File: config.mk
export PLATFORM = sky130hd
export DESIGN_NAME = seg7_scan_driver
export DESIGN_NICKNAME = d
export VERILOG_FILES = /design/src/rtl/seg7_pkg.sv /design/src/rtl/seg7_scan_driver_bcd_to_seg7.sv /design/src/rtl/seg7_scan_driver.sv
export SDC_FILE = /design/constraint.sdc
export NUM_CORES = 1
export LEC_CHECK = 0
export BUFFER_PORTS_ARGS = -buffer_cell sky130_fd_sc_hd__buf_2
export CAP_MARGIN = 15
export CORE_ASPECT_RATIO = 0.9
export CORE_MARGIN = 3
export CORE_UTILIZATION = 54
export CTS_BUF_LIST = sky130_fd_sc_hd__clkbuf_4 sky130_fd_sc_hd__clkbuf_8
export CTS_CLUSTER_DIAMETER = 120
export DETAILED_ROUTE_END_ITERATION = 7
export PLACE_DENSITY = 0.79
export SLEW_MARGIN = 20
export SYNTH_ARGS = -nofsm -noshare
export SYNTH_HDL_FRONTEND = slang
export SYNTH_SLANG_ARGS = --single-unit
export TNS_END_PERCENT = 5
File: constraint.sdc
create_clock -name clk -period 2.1 [get_ports clk]
set_clock_uncertainty 0.05 [all_clocks]
set_input_delay 0.42 -clock clk [delete_from_list [all_inputs] [get_ports clk]]
set_output_delay 0.42 -clock clk [all_outputs]
set_load 0.03 [all_outputs]
File: src/rtl/seg7_pkg.sv
// seg7_pkg: shared definitions for the seven-segment scan driver.
//   - state_t    : scan FSM state encoding (IDLE / BLANK / SHOW)
//   - NUM_DIGITS : number of multiplexed digits
//   - SEG_TABLE  : active-high gfedcba patterns for nibbles 0..F
//                  (A..F map to a dash)
package seg7_pkg;

  typedef enum logic [1:0] {
    ST_IDLE  = 2'd0,
    ST_BLANK = 2'd1,
    ST_SHOW  = 2'd2
  } state_t;

  localparam int NUM_DIGITS = 4;

  localparam logic [6:0] SEG_DASH = 7'h40;

  localparam logic [6:0] SEG_TABLE [16] = '{
    7'h3F, 7'h06, 7'h5B, 7'h4F, 7'h66, 7'h6D, 7'h7D, 7'h07,
    7'h7F, 7'h6F, SEG_DASH, SEG_DASH, SEG_DASH, SEG_DASH, SEG_DASH, SEG_DASH
  };

endpackage

File: src/rtl/seg7_scan_driver_bcd_to_seg7.sv
// bcd_to_seg7: combinational nibble to seven-segment decoder.
//   nibble  in  4  BCD digit (A..F render as a dash)
//   blank   in  1  1 = force all segments off
//   pattern out 7  active-high segments, [0]=a ... [6]=g
module bcd_to_seg7
  import seg7_pkg::*;
(
  input  logic [3:0] nibble,
  input  logic       blank,
  output logic [6:0] pattern
);

  always_comb begin
    pattern = blank ? 7'h00 : SEG_TABLE[nibble];
  end

endmodule

File: src/rtl/seg7_scan_driver.sv
// seg7_scan_driver: time-multiplexes a 4-digit packed-BCD value onto a
// common-anode seven-segment display.
//   clk         in   system clock
//   rst         in   asynchronous active-high reset
//   disp_en     in   1 = scan, 0 = all digits dark
//   bcd_in      in   16-bit packed BCD, [3:0] = rightmost digit
//   dp_in       in   decimal point per digit
//   lz_blank    in   1 = blank leading zeros
//   an          out  anode enables, bit i = digit i
//   seg         out  segments a..g
//   dp          out  decimal point segment
//   frame_start out  one-cycle pulse when a new snapshot is taken
// Each digit slot is SCAN_DIV cycles: BLANK_CYC dark cycles followed by
// the lit portion. Inputs are sampled only at frame boundaries so a frame
// never mixes two values.
module seg7_scan_driver
  import seg7_pkg::*;
#(
  parameter int SCAN_DIV    = 50000,
  parameter int BLANK_CYC   = 500,
  parameter int SEG_ACT_LOW = 1,
  parameter int AN_ACT_LOW  = 1
) (
  input  logic                  clk,
  input  logic                  rst,
  input  logic                  disp_en,
  input  logic [15:0]           bcd_in,
  input  logic [NUM_DIGITS-1:0] dp_in,
  input  logic                  lz_blank,
  output logic [NUM_DIGITS-1:0] an,
  output logic [6:0]            seg,
  output logic                  dp,
  output logic                  frame_start
);

  localparam int PW = $clog2(SCAN_DIV);
  localparam logic [PW-1:0] SLOT_LAST  = PW'(SCAN_DIV - 1);
  localparam logic [PW-1:0] BLANK_LAST = (BLANK_CYC > 0) ? PW'(BLANK_CYC - 1) : '0;

  localparam logic [NUM_DIGITS-1:0] AN_OFF  = (AN_ACT_LOW != 0) ? '1 : '0;
  localparam logic [6:0]            SEG_OFF = (SEG_ACT_LOW != 0) ? 7'h7F : 7'h00;
  localparam logic                  DP_OFF  = (SEG_ACT_LOW != 0);

  state_t                state;
  logic [PW-1:0]         presc;
  logic [1:0]            idx;
  logic [15:0]           sh_bcd;
  logic [NUM_DIGITS-1:0] sh_dp;
  logic                  sh_lz;

  logic [3:0]            cur_nib;
  logic [NUM_DIGITS-1:0] lead_zero;
  logic                  cur_blank;
  logic [6:0]            cur_pat;
  logic [NUM_DIGITS-1:0] an_hot;

  // lead_zero[i]: digit i and every digit above it are zero. Digit 0 is
  // never blanked, so its bit is forced low.
  always_comb begin
    lead_zero[3] = (sh_bcd[15:12] == 4'h0);
    lead_zero[2] = lead_zero[3] && (sh_bcd[11:8] == 4'h0);
    lead_zero[1] = lead_zero[2] && (sh_bcd[7:4] == 4'h0);
    lead_zero[0] = 1'b0;
    cur_nib      = sh_bcd[{idx, 2'b00} +: 4];
    cur_blank    = sh_lz && lead_zero[idx];
    an_hot       = NUM_DIGITS'(1) << idx;
  end

  bcd_to_seg7 u_dec (
    .nibble  (cur_nib),
    .blank   (cur_blank),
    .pattern (cur_pat)
  );

  // Scan control: prescaler, FSM, digit index and frame snapshot.
  always_ff @(posedge clk or posedge rst) begin
    if (rst) begin
      state       <= ST_IDLE;
      presc       <= '0;
      idx         <= '0;
      sh_bcd      <= '0;
      sh_dp       <= '0;
      sh_lz       <= 1'b0;
      frame_start <= 1'b0;
    end else begin
      frame_start <= 1'b0;
      if (!disp_en) begin
        state <= ST_IDLE;
        presc <= '0;
        idx   <= '0;
      end else begin
        case (state)
          ST_IDLE: begin
            sh_bcd      <= bcd_in;
            sh_dp       <= dp_in;
            sh_lz       <= lz_blank;
            idx         <= '0;
            presc       <= '0;
            frame_start <= 1'b1;
            if (BLANK_CYC == 0) state <= ST_SHOW;
            else                state <= ST_BLANK;
          end
          ST_BLANK: begin
            presc <= presc + 1'b1;
            if (presc == BLANK_LAST) state <= ST_SHOW;
          end
          ST_SHOW: begin
            if (presc == SLOT_LAST) begin
              presc <= '0;
              idx   <= idx + 1'b1;
              if (BLANK_CYC == 0) state <= ST_SHOW;
              else                state <= ST_BLANK;
              // Last digit finished: take the next frame's snapshot.
              if (idx == 2'd3) begin
                sh_bcd      <= bcd_in;
                sh_dp       <= dp_in;
                sh_lz       <= lz_blank;
                frame_start <= 1'b1;
              end
            end else begin
              presc <= presc + 1'b1;
            end
          end
          default: begin
            state <= ST_IDLE;
            presc <= '0;
          end
        endcase
      end
    end
  end

  // Output registers: pins follow the scan state one cycle later.
  always_ff @(posedge clk or posedge rst) begin
    if (rst) begin
      an  <= AN_OFF;
      seg <= SEG_OFF;
      dp  <= DP_OFF;
    end else if (state == ST_SHOW) begin
      an  <= (AN_ACT_LOW != 0)  ? ~an_hot     : an_hot;
      seg <= (SEG_ACT_LOW != 0) ? ~cur_pat    : cur_pat;
      dp  <= (SEG_ACT_LOW != 0) ? ~sh_dp[idx] : sh_dp[idx];
    end else begin
      an  <= AN_OFF;
      seg <= SEG_OFF;
      dp  <= DP_OFF;
    end
  end

endmodule
# Yosys cells after proc, flatten, opt, wreduce, memory -nomap -nowiden
# Memory sizes are Yosys's and may differ from the RTL's.
# Index checks and enable logic that the tools add are counted.
word_totals:
  register_bits: 54
  mem_count: 1
  rom_bits: 112
  ram_bits: 0
  inputBits: 24
  latchBits: 0
mem_list:
  columns: ["name", "depth", "word_bits", "read_ports", "rd_ports_with_merged_regs", "wr", "line", "rtl"]
  rows:
  - ["(no name shown)", 16, 7, 1, 0, 0, "seg7_scan_driver_bcd_to_seg7.sv:14", "pattern = blank ? 7'h00 : SEG_TABLE[nibble];"]
classes:
  mux: 33
  bitwise_logic: 4
  n_reduce_logical: 11
  n_mul: 0
  magnitude_cmp: 2
  eq_ne: 10
  shifts: 2
  div: 0
  add_sub_neg: 2
ops:
  columns: ["operator", "count"]
  rows:
  - ["2-to-1 mux 16 bit", 4]
  - ["case mux 16 bit (2 select lines)", 2]
  - ["2-to-1 mux 7 bit", 4]
  - ["adder 16 x 1 -> 16 bit (second input constant)", 1]
  - ["equality test 16 bit (second input constant)", 1]
  - ["equality test 16 x 9 -> 1 bit (second input constant)", 1]
  - ["variable part select 16 x 5 -> 4 bit", 1]
  - ["logical NOT 4 bit", 3]
  - ["2-to-1 mux 4 bit", 3]
  - ["2-to-1 mux 2 bit", 5]
  - ["2-to-1 mux 1 bit", 8]
  - ["case mux 4 bit (2 select lines)", 1]
  - ["NOT 7 bit", 1]
  - ["!= test 3 bit (second input constant)", 2]
  - ["case mux 2 bit (3 select lines)", 1]
  - ["greater-or-equal comparator 5 bit (second input constant)", 1]
  - ["NOT 4 -> 5 bit", 1]
  - ["binary-select mux 1 bit (select 2 bit)", 2]
  - ["equality test 2 bit (second input constant)", 2]
  - ["!= test 2 bit (second input constant)", 2]
  - ["NOT 4 bit", 1]
  - ["case mux 1 bit (2 select lines)", 2]
  - ["case mux 2 bit (2 select lines)", 1]
  - ["AND reduction 2 bit", 2]
  - ["other kinds (10)", 12]

# Depth between registers and ports, before layout
# Gate-level depths: netlist of the first run.
logic_depth:
  depth_word: 9
  mapped_depth: 8
  depth_no_buf: 7

# Cells and area by module
# A second synthesis of the first run with hierarchy kept.
hier_totals:
  cells_unflattened: 236
  hier_area_um2: 2746.4
by_module_without_submodules:
  columns: ["mod", "cells_each", "seq_area_each_um2", "instances", "area_each_um2"]
  rows:
  - ["seg7_scan_driver", 203, 1366.3, 1, 2531.2]
  - ["bcd_to_seg7", 33, 0.0, 1, 215.2]

# Worst setup path after synthesis of the first run
# OpenSTA, ideal clock, no wires.
synth_path:
  kind: "register to register"
  from: "reg presc[0]"
  to: "reg sh_bcd[0]"
  t_arrival_ns: 1.814
  required_ns: 1.923
  path_slack_ns: 0.109
  n_path_buf: 1
  path_stages_with_launch: 7
  synth_period_minus_slack_ns: 1.991
  setup_ns: 0.127
  cell_sequence: "dfrtp_1 -> ha_1 -> and4_1 -> a41oi_2 -> nor3b_4 -> buf_6 -> mux2_1"
synth_via:
  elab_chain_len: 3
synth_rtl:
  columns: ["element", "line", "rtl"]
  rows:
  - ["from (decl)", "seg7_scan_driver.sv:45", "logic [PW-1:0] presc;"]
  - ["from (signal assigned)", "seg7_scan_driver.sv:104", "presc <= presc + 1'b1;"]
  - ["from (signal assigned)", "seg7_scan_driver.sv:121", "presc <= presc + 1'b1;"]
  - ["equality test 16 bit", "seg7_scan_driver.sv:108", "if (presc == SLOT_LAST) begin"]
  - ["!= test 2 bit (no source line)", null, null]
  - ["AND reduction 4 bit (no source line)", null, null]
  - ["to (signal assigned)", "seg7_scan_driver.sv:94", "sh_bcd <= bcd_in;"]
  - ["to (signal assigned)", "seg7_scan_driver.sv:115", "sh_bcd <= bcd_in;"]
  - ["to (decl)", "seg7_scan_driver.sv:47", "logic [15:0] sh_bcd;"]
# Every way passes these cells.
# A chain may end at the register's enable or synchronous reset.

# Final worst setup path of the first run
layout_path:
  from: "reg presc[0]"
  to: "reg sh_bcd[2]"
# Same word-level chain as after synthesis.

==> results of run 1 <==
-- sequential cells by signal, summed over array words and instances (netlist names) --
register / cells
presc: 16
state: 2
sh_lz: 1
dp: 1
sh_bcd: 16
an: 4
sh_dp: 4
idx: 2
frame_start: 1
seg: 7
-- synth_stat cells (5+ instances only) --
cell type | number | area (sq um)
mux2_1 | 20 | 225
xnor2_1 | 5 | 43.8
dfrtp_1 | 42 | 1050
buf_2 | 5 | 25.0
nand2_1 | 17 | 63.8
nand4_1 | 10 | 62.6
ha_1 | 14 | 175
nor2_1 | 21 | 78.8
inv_1 | 14 | 52.6
xor2_1 | 7 | 61.3
nand3_1 | 8 | 40.0
dfstp_2 | 12 | 315
mux4_2 | 5 | 113
nor4_1 | 6 | 37.5
o21ai_0 | 5 | 25.0
-- logic make-up (layout without fill, tap and decap cells) --
kind of cell	Yosys count	count (layout)
and+or+nand+nor	78	78
DFF	54	54
muxes	28	28
buffers and inverters	25	73
AOI/OAI and AO/OA	24	24
adders and majority gates	14	14
xor gates and xnor gates	12	12
-- how the worst max path moves through the flow --
stage / startpoint / end / slack [ns] / depth (start not counted)
global route: presc[0] / sh_dp[2] / -0.007 / 6
finish: presc[0] / sh_bcd[2] / 0.11 / 6
CTS: state[0] / sh_bcd[2] / 0.07 / 7
floorplan: presc[0] / sh_bcd[0] / 0.11 / 6
detailed placement: state[0] / sh_bcd[7] / 0.13 / 7
global placement: presc[0] / sh_bcd[2] / 0.13 / 6
-- area by class of cell --
cell class	instances	share of cell area, %
sequential	54	42.7
multi-input combinational	156	39.7
timing repair buffer	51	9.93
tap	62	2.42
clock buffer	5	2.15
inverter	14	1.64
clock inverter	3	1.49
-- placed cells by master, fill, tap and decap left out, types with 5 or more instances in the layout --
| master | instances |
|---|---|
| dfrtp_1 | 42 |
| buf_2 | 36 |
| nor2_1 | 21 |
| mux2_1 | 20 |
| nand2_1 | 17 |
| inv_1 | 13 |
| ha_1 | 13 |
| buf_4 | 13 |
| dfstp_2 | 12 |
| nand4_1 | 10 |
| nand3_1 | 8 |
| xor2_1 | 7 |
| nor4_1 | 6 |
| o21ai_0 | 5 |
| mux4_2 | 5 |
| xnor2_1 | 5 |
| clkbuf_8 | 5 |
-- power by group --
group | switching (W) | internal, W | leakage, nW
sequential | 0.000180 | 0.00135 | 0.662
clock | 0.000350 | 0.000362 | 0.0587
combinational | 0.000729 | 0.000604 | 0.614
-- layer usage --
metal  track usage, %  vias to the layer above  wire length [microns]
met2             27.8                       73                   2320
met5                0                        -                      0
met1             28.2                      939                   2430
met3             5.02                        7                    368
met4             5.25                        0                     55
li1                 -                      926                      -
-- stage by stage --
stage | power (W) | worst slack, ns | std cells
global route | 0.00381 | -0.00738 | 345
detailed placement | 0.00285 | 0.125 | 335
finish | 0.00357 | 0.111 | 345
floorplan | 0.00252 | 0.109 | 235
global placement | 0.00279 | 0.129 | 335
CTS | 0.00357 | 0.0732 | 343
-- what timing repair did --
| action | CTS | global route |
|---|---|---|
| setup buffers | 0 | 2 |
| endpoints found under the setup margin | 0 | 23 |
| resized for setup | 0 | 3 |
==> metrics, run 1 <==
Fmax achieved 0.503 GHz; 1st-iter DRT viols 125; Reg-to-Reg End sh_bcd[2]; post-CTS clock slew at the launch and capture registers of the worst setup and hold paths 0.11 ns; worst reg2reg path depth 6; beginning of the worst register-to-register path presc[0]; basic-gate share of the synthesized area counting and, or, nand and nor cells 16.0%; proportion of layout cells with a drive suffix above 1 30.4%; starting density of the core 58.7%; worst min path class input pin to async pin; slew of the pin with the lowest slew margin 0.567 ns; start-to-end type of the worst setup path flip-flop to flip-flop; wire length per cell 15.0 microns; total power per unit cell area 1120 nW/um^2; Max Slew Vio Count 0; number of buffers inserted for hold repair after clock tree synthesis 0; maximum cell stage delay along the critical path 0.41 ns; Initial DRT Pass Iterations 4; XOR/XNOR share of the synthesized area 3.84%; IO Count 37; adder and majority cell fraction of the synthesized area 6.40%; kind of cell adding the most delay to the critical path simple AND/OR/NAND/NOR gates; final weighted congestion in routability-driven placement 0.826; count of warnings emitted by yosys 0; clock tree from TritonCTS built; Post-Synthesis Net Count 273; cell breakdown of the critical path ha_1 -> and4_2 -> a41oi_2 -> nor3b_4 -> buf_12 -> mux2_2; number of library cell types mapped by synthesis 42; Worst Path Required 2.25 ns; Placed Area 3060 sq um; CP endpoint kind flip-flop; post-synthesis sequential area ratio 49.9%; final-report setup violation count 0; antenna violations before repair 0; post-synthesis to final-layout area growth 16.9%; maximum capacitance violations 0; via count 1945; largest net degree at the start of global routing 29; All-Layer GR Usage 19.1%; clock insertion delay at the later pin of the skew report 0.31 ns; estimated wirelength of the detail-placed design 3630 microns; total of flip-flops plus latches after synthesis 54; Via-to-Cell Ratio 5.64; mux contribution to synthesized area 13.5%; Final Hold Slack 0.112 ns; Antenna Diode Count 0; remaining number of nets flagged by the antenna check after routing 0; per-instance average area after synthesis 11.6 sq um; post-layout utilization of the core 68.7%; Worst path slowest cell dfrtp_1; number of sinks driven by the clock tree 54; Final Cell Area 3200 sq um; area inside the core boundary 4660 sq um; count of buffering cells on the critical path with inverters included 1; Synth async-reset ratio 100%; Multi-input gate area 1270 sq um; Filler Cell Count 351; die boundary width 81.1 microns; number of H-tree levels 2; height of the die 73.6 microns; FP Rows 23; slew margin rel. 62.2%; maximum fanout along the worst path 21; post-synthesis cell area 2740 sq um; EDFF count, synth 0; combinational family with the most area after synthesis simple AND/OR/NAND/NOR gates; post-synthesis cell count 235; IO Port Bufs 36; die area 5960 sq um; data arrival at the endpoint of the critical path 2.14 ns; leak pwr 1.33 nW; clock tree root driver cell clkbuf_8; detailed-route DRC error count 0; area occupied by registers 1370 sq um; global route total overflow 0; most frequently used flop master after synthesis dfrtp_1; wirelength, routed 5170 microns; TritonCTS buffer count 5; final net count 320; worst-case clock buffer depth 2; IR drop worst, VDD 0.000690 V; final total negative setup slack 0 ns; via count of the first global-routing pass 1795; first-pass GRT wire length 8670 microns; Hold Violations, Final 0; r2r setup slk 0.11 ns; minimum period implied by the final worst setup slack 1.99 ns; outcome finished, final reports clean; post-synthesis compound-gate area fraction 6.17%; Tcrit/Tclk final 94.7%; Setup crit start kind flip-flop
Note: power is estimated with default switching activity, not from simulation.
==> run 2, diff against run 1 <==
--- a/config.mk
+++ b/config.mk
@@ -13,9 +13,10 @@
 export CTS_BUF_LIST = sky130_fd_sc_hd__clkbuf_4 sky130_fd_sc_hd__clkbuf_8
 export CTS_CLUSTER_DIAMETER = 120
 export DETAILED_ROUTE_END_ITERATION = 7
-export PLACE_DENSITY = 0.79
+export PLACE_DENSITY = 0.78
 export SLEW_MARGIN = 20
 export SYNTH_ARGS = -nofsm -noshare
 export SYNTH_HDL_FRONTEND = slang
+export SYNTH_HIERARCHICAL = 1
 export SYNTH_SLANG_ARGS = --single-unit
 export TNS_END_PERCENT = 5
==> run 2 against run 1 <==
Compared with the run above: the flow now finishes with violations (setup timing); global-route usage grew 1.9 points; die area grew 0.29%; area after synthesis grew 0.32%; routed wire length grew 24%; register-to-register slack lost 0.65 ns; combinational power grew 58%; cell count grew 5.5%; flip-flop and latch count is the same; largest cell class is now multi-input combinational cells; largest power group is now combinational logic.
==> metrics, run 2 <==
crit path launch presc[7]; outcome complete, but fails checks; top cells by instance count after synthesis dfrtp_1 (42), nand2_1 (23), mux2_1 (20); IR drop worst, VDD 0.000905 V; violated checks setup timing; total of flip-flops plus latches after synthesis 54; minimum period implied by the final worst setup slack 2.64 ns; Filler Cell Count 278; proportion of layout cells with a drive suffix above 1 43.4%; busiest metal layer after global routing met2; worst reg2reg path depth 6; clock tree from TritonCTS built; wirelength, routed 6420 microns; Tcrit/Tclk final 126%; area share of the largest cell type after synthesis 38.3%; GRT met1 Usage 28.6%; slew of the pin with the lowest slew margin 0.544 ns; starting density of the core 58.9%; TritonCTS buffer count 5; met3 track utilization from global routing 4.29%; Initial DRT Pass Iterations 4; beginning of the worst register-to-register path presc[7]; most used cells in the layout excluding fill and tap cells dfrtp_1 (41), buf_2 (36), buf_4 (27); power share of the sequential group 35.3%; Hold Violations, Final 0; maximum fanout along the worst path 5; die boundary width 81.2 microns; top cell type by total area after synthesis dfrtp_1; via count of the first global-routing pass 1998; post-synthesis cell area 2750 sq um; number of buffers inserted for hold repair after clock tree synthesis 0; main area contributors after synthesis dfrtp_1 (38%), dfstp_2 (11%), mux2_1 (8.2%); Reg-to-Reg End sh_bcd[2]; final weighted congestion in routability-driven placement 0.867; r2r setup slk -0.54 ns; detailed-route DRC error count 0; CP endpoint kind flip-flop; post-synthesis sequential area ratio 49.7%; total power per unit cell area 1250 nW/um^2; global route total overflow 0; die area 5980 sq um; Switching Share 35.2%; unrepaired setup endpoints after global routing true; height of the die 73.7 microns; Setup crit start kind flip-flop; worst-case clock buffer depth 2; count of warnings emitted by yosys 6; met2 track demand over resource 33.2%; per-instance average area after synthesis 11.6 sq um; Int Power 0.00284 W; final total negative setup slack -14.50 ns; final critical-path setup slack -0.542 ns; placed cells 350; clock insertion delay at the later pin of the skew report 0.32 ns; FP Rows 23; Max Slew Vio Count 0; cell breakdown of the critical path or4b_4 -> or4_4 -> a221oi_4 -> buf_12 -> clkbuf_16 -> mux2_4; Post-Synthesis Net Count 274; most common library cell in the layout ignoring fill and taps dfrtp_1; worst min path class input pin to async pin; via count 2107; combinational group share of total power 47.8%; Clock Power Share 16.9%; maximum capacitance violations 0; number of sinks driven by the clock tree 54; wire length per cell 17.6 microns; Psw 0.00155 W; IO Port Bufs 36; remaining number of nets flagged by the antenna check after routing 0; Via-to-Cell Ratio 5.79; start-to-end type of the worst setup path flip-flop to flip-flop; Final Non-Filler Cells 364; leak pwr 1.57 nW; EDFF count, synth 0; post-CTS clock slew at the launch and capture registers of the worst setup and hold paths 0.10 ns; post-synthesis cell count 236; most frequently used flop master after synthesis dfrtp_1; post-synthesis to final-layout area growth 27.5%; slew margin rel. 63.6%; Synth async-reset ratio 100%; post-layout utilization of the core 75.1%; IO Count 37; Fmax achieved 0.379 GHz; number of H-tree levels 2; 1st-iter DRT viols 139; worst slack at placement -0.451 ns; clock tree root driver cell clkbuf_8; data arrival at the endpoint of the critical path 2.80 ns; final net count 339; estimated wirelength of the detail-placed design 4060 microns; Worst Path Required 2.25 ns; antenna violations before repair 0; maximum cell stage delay along the critical path 0.55 ns; most instantiated library cell after synthesis dfrtp_1; Antenna Diode Count 0; largest net degree at the start of global routing 23; biggest regs presc x16, sh_bcd x16, seg x7; first-pass GRT wire length 9500 microns; area inside the core boundary 4660 sq um; Worst path slowest cell or4_4; number of library cell types mapped by synthesis 47; All-Layer GR Usage 21.0%; final-report setup violation count 41
[run 2: critical path: cells and delay by family (launching register included)]
kind | cells | cell delay, ns
AO/OA/AOI/OAI | 1 | 0.37
buffers and inverters | 2 | 0.32
flip-flops | 1 | 0.40
multiplexers | 1 | 0.30
AND/OR/NAND/NOR | 2 | 1.09
[run 2: cells by family (layout without fill, tap and decap cells)]
| group | after synthesis | count (layout) | share of synthesized area [%] |
|---|---|---|---|
| XOR/XNOR | 12 | 12 | 3.83 |
| multiplexers | 30 | 30 | 14.2 |
| flip-flops | 54 | 54 | 49.7 |
| buffers and inverters | 22 | 88 | 3.64 |
| AO/OA/AOI/OAI | 23 | 23 | 6.11 |
| adder cells (fa/ha/maj) | 14 | 14 | 6.38 |
| AND/OR/NAND/NOR | 81 | 81 | 16.1 |
[run 2: power groups by stage]
| stage | Combinational, W | Clock [W] | Sequential [W] |
|---|---|---|---|
| after floorplan | 0.00110 | 0 | 0.00157 |
| after global placement | 0.00150 | 0 | 0.00152 |
| after detailed placement | 0.00155 | 0 | 0.00154 |
| after CTS | 0.00162 | 0.000758 | 0.00152 |
| after global routing | 0.00227 | 0.000798 | 0.00158 |
| final | 0.00210 | 0.000744 | 0.00155 |
[run 2: final cells by class]
class	count	area, sq um	area share [%]
multi-input cells	160	1390	39.7
flip-flops and latches	54	1370	39.1
repair buffers	69	503	14.4
clock buffers	6	82.6	2.36
well taps	62	77.6	2.22
inverters	11	41.3	1.18
clock inverters	2	38.8	1.11
[run 2: per-stage QoR]
stage          instance area (sq um)  hold WS, ns  total power (W)
2_1_floorplan                   2750        0.399          0.00267
3_3_place_gp                    3160        0.412          0.00302
3_5_place_dp                    3160        0.415          0.00309
4_1_cts                         3310       0.0677          0.00389
5_1_grt                         3500       0.0874          0.00464
6_report                        3500       0.0617          0.00439
[run 2: worst max path at each step]
| stage | end | slack [ns] | cells past startpoint |
|---|---|---|---|
| 5_1_grt | sh_bcd[2] | -0.57 | 6 |
| 2_1_floorplan | sh_bcd[0] | -0.40 | 5 |
| 3_5_place_dp | sh_bcd[8] | -0.45 | 5 |
| 3_3_place_gp | sh_bcd[10] | -0.40 | 5 |
| 6_report | sh_bcd[2] | -0.54 | 6 |
| 4_1_cts | sh_dp[2] | -0.44 | 5 |
[run 2: per-layer routing]
metal / vias up / wire [microns]
met5: - / 0
met4: 0 / 144
met3: 15 / 439
met2: 100 / 3150
met1: 1028 / 2690
li1: 964 / -
[run 2: timing repair]
action / CTS / global route
setup buffers: 0 / 3
setup endpoints to repair: 41 / 45
pin swaps: 1 / 2
cloned: 0 / 3
resized for setup: 8 / 25
hold endpoints to repair: 0 / 0
